File: src/rtl/ssm2603_i2s_tx_if.sv
// Stereo sample-pair valid/ready stream feeding the SSM2603 I2S playback serializer.
// The master (upstream) drives the pair and valid; the slave (serializer) drives ready.
interface ssm2603_i2s_tx_if #(
  parameter int WL = 16
);
  logic          s_valid;
  logic          s_ready;
  logic [WL-1:0] s_left;
  logic [WL-1:0] s_right;

  modport master (output s_valid, output s_left, output s_right, input s_ready);
  modport slave  (input s_valid, input s_left, input s_right, output s_ready);
endinterface

File: src/rtl/ssm2603_i2s_tx.sv
// I2S bus-master playback serializer for the SSM2603 (BCLK, PBLRC, PBDAT from one stereo holding register).
// Optional SSM2603_TX_REPEAT_EN: on underrun re-send the last transmitted pair instead of zeros.
module ssm2603_i2s_tx #(
  parameter int WL       = 16,
  parameter int BCLK_DIV = 8
) (
  input  logic                 clk,
  input  logic                 reset,
  input  logic                 cfg_done,
  ssm2603_i2s_tx_if.slave      s,
  output logic                 AC_BCLK,
  output logic                 AC_PBLRC,
  output logic                 AC_PBDAT,
  output logic                 underrun
);
  localparam int DW = (BCLK_DIV > 1) ? $clog2(BCLK_DIV) : 1;
  localparam logic [DW-1:0] DIV_LAST = DW'(BCLK_DIV - 1);
  localparam logic [DW-1:0] DIV_HALF = DW'(BCLK_DIV / 2);

  logic [DW-1:0] div_cnt_reg;
  logic [5:0]    bit_cnt_reg;
  logic          hold_full_reg;
  logic          started_reg;
  logic [WL-1:0] hold_l_reg, hold_r_reg;
  logic [WL-1:0] shift_l_reg, shift_r_reg;
  logic          bclk_reg, lrc_reg, dat_reg, underrun_reg;
`ifdef SSM2603_TX_REPEAT_EN
  logic [WL-1:0] last_l_reg, last_r_reg;
`endif

  logic          en, wrap, boundary, in_slot, hs;
  logic [DW-1:0] div_next;
  logic [5:0]    bit_next;
  logic [4:0]    slot_b;
  logic [WL-1:0] load_l, load_r;

  always_comb begin
    en       = cfg_done & ~reset;
    wrap     = (div_cnt_reg == DIV_LAST);
    div_next = wrap ? '0 : div_cnt_reg + 1'b1;
    bit_next = bit_cnt_reg + 6'd1;
    boundary = wrap & (bit_cnt_reg == 6'd63);
    slot_b   = bit_next[4:0];
    // Slot 0 is the I2S one-bit delay; sample bits occupy slots 1..WL.
    in_slot  = (slot_b != 5'd0) && ({1'b0, slot_b} <= 6'(WL));
    hs       = s.s_valid & s.s_ready;
`ifdef SSM2603_TX_REPEAT_EN
    load_l   = hold_full_reg ? hold_l_reg : last_l_reg;
    load_r   = hold_full_reg ? hold_r_reg : last_r_reg;
`else
    load_l   = hold_full_reg ? hold_l_reg : '0;
    load_r   = hold_full_reg ? hold_r_reg : '0;
`endif
  end

  assign s.s_ready = en & ~hold_full_reg;
  assign AC_BCLK   = bclk_reg;
  assign AC_PBLRC  = lrc_reg;
  assign AC_PBDAT  = dat_reg;
  assign underrun  = underrun_reg;

  always_ff @(posedge clk) begin
    if (!en) begin
      // Idle counters sit one step before a frame boundary so the first enabled edge starts a frame.
      div_cnt_reg   <= DIV_LAST;
      bit_cnt_reg   <= 6'd63;
      hold_full_reg <= 1'b0;
      started_reg   <= 1'b0;
      hold_l_reg    <= '0;
      hold_r_reg    <= '0;
      shift_l_reg   <= '0;
      shift_r_reg   <= '0;
      bclk_reg      <= 1'b0;
      lrc_reg       <= 1'b0;
      dat_reg       <= 1'b0;
      underrun_reg  <= 1'b0;
`ifdef SSM2603_TX_REPEAT_EN
      last_l_reg    <= '0;
      last_r_reg    <= '0;
`endif
    end else begin
      div_cnt_reg  <= div_next;
      bclk_reg     <= (div_next >= DIV_HALF);
      underrun_reg <= boundary & ~hold_full_reg & started_reg;
      if (wrap) begin
        bit_cnt_reg <= bit_next;
        lrc_reg     <= bit_next[5];
        if (boundary) begin
          shift_l_reg   <= load_l;
          shift_r_reg   <= load_r;
          dat_reg       <= 1'b0;
          hold_full_reg <= 1'b0;
`ifdef SSM2603_TX_REPEAT_EN
          last_l_reg    <= load_l;
          last_r_reg    <= load_r;
`endif
        end else if (in_slot) begin
          if (bit_next[5]) begin
            dat_reg     <= shift_r_reg[WL-1];
            shift_r_reg <= {shift_r_reg[WL-2:0], 1'b0};
          end else begin
            dat_reg     <= shift_l_reg[WL-1];
            shift_l_reg <= {shift_l_reg[WL-2:0], 1'b0};
          end
        end else begin
          dat_reg <= 1'b0;
        end
      end
      // ready is low while full, so this never overlaps a boundary clear of a full register.
      if (hs) begin
        hold_l_reg    <= s.s_left;
        hold_r_reg    <= s.s_right;
        hold_full_reg <= 1'b1;
        started_reg   <= 1'b1;
      end
    end
  end
endmodule
File: src/flat_wrapper.sv
// flat-port wrapper written by rule: the top's interface ports become plain ports
module ssm2603_i2s_tx_flat 
#(
  parameter int WL       = 16,
  parameter int BCLK_DIV = 8
)
  (clk, reset, cfg_done, AC_BCLK, AC_PBLRC, AC_PBDAT, underrun, s_s_valid, s_s_left, s_s_right, s_s_ready);
  ssm2603_i2s_tx_if #(.WL(WL)) s_i ();
  input  logic clk;
  input  logic reset;
  input  logic cfg_done;
  output logic AC_BCLK;
  output logic AC_PBLRC;
  output logic AC_PBDAT;
  output logic underrun;
  input wire logic [$bits(s_i.s_valid)-1:0] s_s_valid;
  input wire logic [$bits(s_i.s_left)-1:0] s_s_left;
  input wire logic [$bits(s_i.s_right)-1:0] s_s_right;
  output wire logic [$bits(s_i.s_ready)-1:0] s_s_ready;
  assign s_i.s_valid = s_s_valid;
  assign s_i.s_left = s_s_left;
  assign s_i.s_right = s_s_right;
  assign s_s_ready = s_i.s_ready;
  ssm2603_i2s_tx #(.WL(WL), .BCLK_DIV(BCLK_DIV)) u_core (.clk(clk), .reset(reset), .cfg_done(cfg_done), .s(s_i), .AC_BCLK(AC_BCLK), .AC_PBLRC(AC_PBLRC), .AC_PBDAT(AC_PBDAT), .underrun(underrun));
endmodule
File: config.mk
export PLATFORM = sky130hd
export DESIGN_NAME = ssm2603_i2s_tx_flat
export DESIGN_NICKNAME = d
export VERILOG_FILES = /design/src/rtl/ssm2603_i2s_tx_if.sv /design/src/rtl/ssm2603_i2s_tx.sv /design/src/flat_wrapper.sv
export SDC_FILE = /design/constraint.sdc
export NUM_CORES = 1
export LEC_CHECK = 0
export ABC_AREA = 0
export ABC_CLOCK_PERIOD_IN_PS = 3200
export CORE_ASPECT_RATIO = 1.25
export CORE_UTILIZATION = 55
export DETAILED_ROUTE_END_ITERATION = 12
export HOLD_SLACK_MARGIN = 0.12
export MAX_ROUTING_LAYER = met4
export PLACE_DENSITY = 0.89
export SLEW_MARGIN = 15
export SYNTH_ARGS = -nofsm -noshare
export SYNTH_HDL_FRONTEND = slang
export SYNTH_SLANG_ARGS = --single-unit
File: constraint.sdc
create_clock -name clk -period 3.2 [get_ports clk]
set_input_delay 0.8 -clock clk [delete_from_list [all_inputs] [get_ports clk]]
set_output_delay 0.8 -clock clk [all_outputs]
set_load 0.005 [all_outputs]
Yosys cells after proc, flatten, opt, wreduce, memory -nomap -nowiden
Cells that the tools add are included.

storage, ports and cells
  memory bits (writable) = 0
  memories = 0
  register bits = 79
  bits in latches = 0
  logic and storage cells = 51
  bits of input ports = 36
  bits in read-only memories = 0

cells by class
  magnitude comparators = 2
  bitwise gates (word level) = 8
  muxes and demuxes = 15
  reductions and logical operators = 9
  $add $sub $neg = 2
  shift operators = 0
  divide/modulo/power cells = 0
  equal/unequal tests = 3
  multiply operators = 0

operators by type and width
  cell                                                       count
  two-way mux 16 bit                                         8
  nonzero test 2 bit                                         4
  adder 6 x 1 -> 6 bit (second input constant)               1
  AND 1 bit                                                  6
  equality test 6 bit (second input constant)                1
  two-way mux 1 bit                                          6
  AND reduction 3 bit                                        2
  <= comparator 5 bit (second input constant)                1
  nonzero test 5 bit                                         1
  adder 3 x 1 -> 3 bit (second input constant)               1
  equality test 3 bit (second input constant)                1
  greater-or-equal comparator 3 bit (second input constant)  1
  two-way mux 3 bit                                          1
  != test 2 x 1 -> 1 bit (second input constant)             1
  inverter 1 bit                                             2
  AND reduction 2 bit                                        1
  logical AND 1 bit                                          1

Logic depth before layout (Yosys ltp)
Gate-level depths: netlist (run 1).

  depth after elaboration = 6
  gate-level depth with buffers = 9
  gate-level depth less buffers = 7

Worst setup path after synthesis (run 1)
Ideal clock, no wire load.

  kind = input to register
  start point = input port reset
  end point = register u_core.hold_r_reg[10]
  data required time = 3.070 ns
  arrival time = 1.956 ns
  library setup time = 0.130 ns
  stages on the path = 7
  path slack = 1.114 ns
  cell sequence = nand2b_1 buf_6 nor2_1 and2_1 clkbuf_1 clkbuf_1 o21ai_0

on the way
  word-level cells in the longest chain between the ends = 4

ends and longest elaborated chain
  what                  line                   RTL
  from (decl)           flat_wrapper.sv:10     input logic reset;
  inverter 1 bit        ssm2603_i2s_tx.sv:38   en = cfg_done & ~reset;
  AND 1 bit             ssm2603_i2s_tx.sv:38
  AND 1 bit             ssm2603_i2s_tx.sv:56   assign s.s_ready = en & ~hold_full_reg;
  via s_s_ready         flat_wrapper.sv:19     output wire logic [$bits(s_i.s_ready)-1:0] s_s_ready;
  AND 1 bit             ssm2603_i2s_tx.sv:46   hs = s.s_valid & s.s_ready;
  to (signal assigned)  ssm2603_i2s_tx.sv:112  hold_r_reg <= s.s_right;
  to (decl)             ssm2603_i2s_tx.sv:24   logic [WL-1:0] hold_l_reg, hold_r_reg;

The timed path passes the listed nets, and every way through them passes these cells.
A chain may end at the register's enable or synchronous reset.

Worst setup path in the final report (run 1)
  start point = input port reset
  end point = output port s_s_ready

on the way
  word-level cells in the longest chain between the ends = 3

ends and longest elaborated chain
  what            line
  inverter 1 bit  ssm2603_i2s_tx.sv:38
  AND 1 bit       ssm2603_i2s_tx.sv:38
  AND 1 bit       ssm2603_i2s_tx.sv:56
  to (decl)       flat_wrapper.sv:19

Every way passes these cells.

==> flow_summary.toml, run 1 <==
[status]
status = "finished, final reports clean"

[drt]
dr.pass1.iters = 4
drtIter0Drc = 186
totalWireLength_um = 6850
antenna_left = 0
viasPerCell = 5.81
wl_per_cell_um = 14.1
drc = 0
vias = 2812

[sta]
drv_slew = 0
rsz0062_at_grt = "no"
min_period_over_period = 0.930
max_freq_mhz = 336
setup_viol = 0
relSlewSlack = 0.481
hold_viol = 0
tns_ps = 0
tightest_slew_ps = 779
fin_skew_ps = 13.0
setup_ws_ps = 223
fin_crit_ps = 2980

[setup_path]
end_kind = "output port"
cp_common_cell = "clkdlybuf4s50_1"
cp.arrival_ps = 2180
r2r_start = "u_core.div_cnt_reg[0]$_SDFF_PP1_"
ff2ff_setup_slack_ps = 640
path_cells = "clkdlybuf4s50_1 -> nand2b_1 -> nor2_1 -> clkdlybuf4s50_1"
crit_required_ps = 2400
max_stage_delay_ps = 550
r2r_end = "u_core.shift_r_reg[11]$_SDFFE_PP0P_"
reg2regPathDepth = 7
worst_path_max_delay_cell = "clkdlybuf4s50_1"
worstSetupStartpointType = "input port"
crit_fanout = 3
criticalPathCategory = "in -> out"

[placement]
io_buffers = 40
post-place-ws_ps = 245
dp_cells = 468
dp_hpwl_um = 4230
gp_congestion = 0.782

[grt]
grt_usage = 0.242
grt_max_degree = 48
antenna_found_initial = 0
grt_pass1_wl_um = 11600
grt_pass1_vias = 2622
grt.overflow.total = 0

[yosys]
syn_nets = 428
synth_top_area_cell = "dfxtp_1"
synth_cell_types = 40
synthesis.area_sq_um = 3340
synth_area_leaders = "dfxtp_1, nand2_1, o21ai_0, a211oi_1, and3_1"
syn_area_per_cell_sq_um = 8.59
yosysSeqAreaShare = 0.473
synthCells = 389
yosys_warnings = 0
synth.top_cell.area_share = 0.473
ys_ff_latch = 79

[final_layout]
register_area_sq_um = 1580
mostFrequentLayoutCells = "dfxtp_1, nand2_1, o21ai_0, clkdlybuf4s50_1"
multiInputGateArea_sq_um = 1550
drive_gt1_frac = 0.117
final_cells = 484
antennaDiodeCount = 0
utilization = 0.667
nets = 452
final_common_cell = "dfxtp_1"
n_fill_cell = 452
area_growth_pct = 16.2

[die]
initial_utilization = 0.574
die_w_um = 71.7
dieArea_sq_um = 6390
die_height_um = 89.1
core_sq_um = 5820
rows = 31
io_pins = 41

[clock_network]
clkLatencyLatePin_ps = 360
cts_buffer_depth = 2
cts-root-buf = "clkbuf_8"
cts_resized = 0
clkTransAtPathRegs_ps = 80
cts_sinks = 79
htree_levels = 3
postCtsHoldBufs = 0
cts_tree = "yes"
post_cts_buffers = 0
cts_made_buffers = 9

[hold_path]
hold_class = "reg -> reg"
holdPathStages = 2
whs_endpoint = "u_core.hold_r_reg[11]$_SDFFE_PP0P_"
hp-start = "u_core.hold_r_reg[11]$_SDFFE_PP0P_"

[pwr]
powerDensity_nw_per_um2 = 586
p_leak_nw = 1.45
vdd_drop_max_v = 0.000441

[flow_run]
drv_cap = 0
[layout make-up]
| class | instances | area share |
|---|---|---|
| sequential | 79 | 0.407 |
| multi-input combinational | 274 | 0.399 |
| timing repair buffer | 48 | 0.119 |
| clock buffer | 9 | 0.0319 |
| tap | 66 | 0.0213 |
| clock inverter | 7 | 0.0203 |
| inverter | 1 | 0.000967 |
[cell families (layout without fill, tap and decap cells)]
logic type,Yosys count,in the layout,synth area share
flops,79,79,0.473
mux,2,2,0.00599
compound gates,110,110,0.209
fa+ha+maj,3,3,0.0112
xor+xnor,3,3,0.00787
simple gates,156,156,0.227
buf+inv,36,65,0.0659
[layer usage]
metal  wire [um]  vias to the layer above  track usage
met1        3090                     1304        0.286
met4         204                        0        0.112
met2        3300                       70        0.390
li1            -                     1420            -
met5           0                        -            -
met3         253                       18       0.0586
[stage by stage]
stage          power, W  area (sq um)  hold slack, ps
2_1_floorplan   0.00146          3340             418
3_3_place_gp    0.00152          3680             427
3_5_place_dp    0.00154          3680             440
4_1_cts         0.00228          3880             459
5_1_grt         0.00239          3880             477
6_report        0.00227          3880             457
[worst max-delay path by stage]
stage / start / end
floorplan: reset / u_core.hold_r_reg[10]$_SDFFE_PP0P_
global placement: reset / s_s_ready
detailed placement: reset / s_s_ready
CTS: reset / s_s_ready
global route: reset / s_s_ready
finish: reset / s_s_ready
[report_power, final]
part           total [W]  switching, W  internal [W]  leakage, nW
registers        0.00109     0.0000383       0.00105        0.644
clock network   0.000749      0.000382      0.000368       0.0929
logic           0.000439      0.000264      0.000175        0.717
total            0.00227      0.000684       0.00159         1.45
[synth_stat cells]
| master | instances |
|---|---|
| dfxtp_1 | 79 |
| nand2_1 | 73 |
| o21ai_0 | 40 |
| a21oi_1 | 31 |
| nor3_1 | 31 |
| and3_1 | 25 |
| clkbuf_1 | 22 |
| a211oi_1 | 21 |
| a211oi_2 | 9 |
| and3_2 | 8 |
| nor2_1 | 6 |
| buf_2 | 3 |
| buf_6 | 3 |
| clkbuf_8 | 3 |
| ha_1 | 3 |
| and2_1 | 2 |
| buf_4 | 2 |
| mux2i_1 | 2 |
| nand2b_1 | 2 |
| nand4_1 | 2 |
| o22ai_1 | 2 |
| xor2_1 | 2 |
| a21o_1 | 1 |
| a31oi_1 | 1 |
| and4_2 | 1 |
| buf_12 | 1 |
| dlygate4sd1_1 | 1 |
| inv_1 | 1 |
| nand3_2 | 1 |
| nand3b_1 | 1 |
| nor2b_1 | 1 |
| o2111a_2 | 1 |
| o21a_1 | 1 |
| o21ai_1 | 1 |
| o221a_2 | 1 |
| o41ai_1 | 1 |
| or2_1 | 1 |
| or2_2 | 1 |
| or3_1 | 1 |
| xnor2_1 | 1 |
[critical path: cells and delay by family]
kind | cells | cell delay (ps)
buf+inv | 2 | 980
simple gates | 2 | 400
No activity file was read; power rests on OpenSTA's default activity.
==> run 2: changes to the inputs <==
ABC_CLOCK_PERIOD_IN_PS = 3600   (was 3200)
clock period = 3.6 ns   (was 3.2 ns; I/O delays follow)
==> run 2 against run 1 <==
Compared with the run above: worst hold slack got worse by 7.1 ps; utilization increased by 0.19 points; power decreased by 11%; worst setup slack better by 210 ps; global-route usage decreased by 0.21 points; non-clock buffer count shrank 1; clock skew is 6.2 ps lower; critical endpoint unchanged.
==> flow_summary.toml, run 2 (same netlist as run 1, synthesis figures left out) <==
[status]
status = "finished, final reports clean"

[sta]
rsz0062_at_grt = "no"
max_freq_mhz = 316
drv_slew = 0
hold_viol = 0
tns_ps = 0
fin_skew_ps = 6.80
setup_viol = 0
tightest_slew_ps = 1110
setup_ws_ps = 434
relSlewSlack = 0.252
min_period_over_period = 0.879
fin_crit_ps = 3170

[pwr]
vdd_drop_max_v = 0.000293
p_leak_nw = 1.47
total_power_w = 0.00203
powerDensity_nw_per_um2 = 521

[setup_path]
cp-startpoint = "reset"
worstSetupStartpointType = "input port"
criticalPathCategory = "in -> out"
max_stage_delay_ps = 540
r2r_start = "u_core.bit_cnt_reg[0]$_SDFFE_PP1P_"
crit_fanout = 3
worst_path_max_delay_cell = "clkdlybuf4s50_1"
path_cells = "clkdlybuf4s50_1 -> nand2b_1 -> nor2_1 -> clkdlybuf4s50_1"
end_kind = "output port"
reg2regPathDepth = 5
cp.arrival_ps = 2270
cp_common_cell = "clkdlybuf4s50_1"
r2r_end = "u_core.shift_r_reg[5]$_SDFFE_PP0P_"
crit_required_ps = 2700
ff2ff_setup_slack_ps = 1040

[drt]
wl_met3_um = 257
totalWireLength_um = 6780
vias = 2851
dr.pass1.iters = 5
drc = 0
antenna_left = 0
drtIter0Drc = 121
highest_layer = "met4"
wl_per_cell_um = 14.0
wl_met1_um = 2950
wl_met2_um = 3370
viasPerCell = 5.90

[grt]
grt_usage = 0.240
grt_max_degree = 48
grt_pass1_vias = 2681
antenna_found_initial = 0
grt.overflow.total = 0
grt_pass1_wl_um = 11600

[hold_path]
hold_class = "reg -> reg"
whs_endpoint = "u_core.div_cnt_reg[0]$_SDFF_PP1_"
hp-start = "u_core.div_cnt_reg[0]$_SDFF_PP1_"
holdPathStages = 1

[final_layout]
nets = 451
utilization = 0.669
antennaDiodeCount = 0
mostFrequentLayoutCells = "dfxtp_1, nand2_1, o21ai_0, clkdlybuf4s50_1"
final_common_cell = "dfxtp_1"
final_cells = 483
area_growth_pct = 16.5
n_fill_cell = 435
drive_gt1_frac = 0.113

[clock_network]
clkLatencyLatePin_ps = 350
cts_tree = "yes"
cts_sinks = 79
cts_resized = 0
clkTransAtPathRegs_ps = 70
post_cts_buffers = 0
cts-root-buf = "clkbuf_8"
cts_made_buffers = 9
postCtsHoldBufs = 0
htree_levels = 3
cts_buffer_depth = 2

[die]
die_w_um = 71.7
core_sq_um = 5820
initial_utilization = 0.574
dieArea_sq_um = 6390
die_height_um = 89.1
rows = 31
io_pins = 41

[flow_run]
drv_cap = 0

[placement]
gp_congestion = 0.819
io_buffers = 40
post-place-ws_ps = 456
dp_hpwl_um = 4170
dp_cells = 467
## run 2: changes by cell type in the layout (fill, tap and decap cells not counted), sizes merged
cell      change
buf           -1
clkbuf        +4
clkinv        +2
clkinvlp      -3
inv           -3
## run 2: report_power, final
group	switching, W	internal, W	total [W]
Clock	0.000304	0.000375	0.000679
Sequential	0.0000344	0.000932	0.000966
Combinational	0.000231	0.000154	0.000385
Total	0.000569	0.00146	0.00203
## run 2: layout make-up
class                           instances  area [sq um]  share of cell area
Sequential cell                        79          1580               0.406
Inverter                                1          3.75            0.000964
Clock inverter                          3          40.0              0.0103
Multi-Input combinational cell        274          1550               0.398
Timing Repair Buffer                   47           465               0.120
Clock buffer                           13           169              0.0434
Tap cell                               66          82.6              0.0212
## run 2: worst max-delay path, delay by kind of cell
kind / cells / cell delay [ps]
simple gates: 2 / 390
buf+inv: 2 / 970
## run 2: per-stage QoR
stage               hold WS [ps]  cell area (sq um)
finish                       450               3890
global route                 472               3890
CTS                          457               3890
detailed placement           443               3680
global placement             426               3680
floorplan                    418               3340
## run 2: how the worst max path moves through the flow
| stage | end | slack [ps] | cells past startpoint |
|---|---|---|---|
| floorplan | s_s_ready | 1410 | 3 |
| global placement | s_s_ready | 460 | 4 |
| detailed placement | s_s_ready | 460 | 4 |
| CTS | s_s_ready | 440 | 4 |
| global route | s_s_ready | 350 | 4 |
| finish | s_s_ready | 430 | 4 |
## run 2: per-layer routing
| layer | vias to the layer above | track usage |
|---|---|---|
| met5 | - | - |
| met4 | 0 | 0.128 |
| met3 | 19 | 0.0383 |
| met2 | 89 | 0.408 |
| met1 | 1331 | 0.272 |
| li1 | 1412 | - |
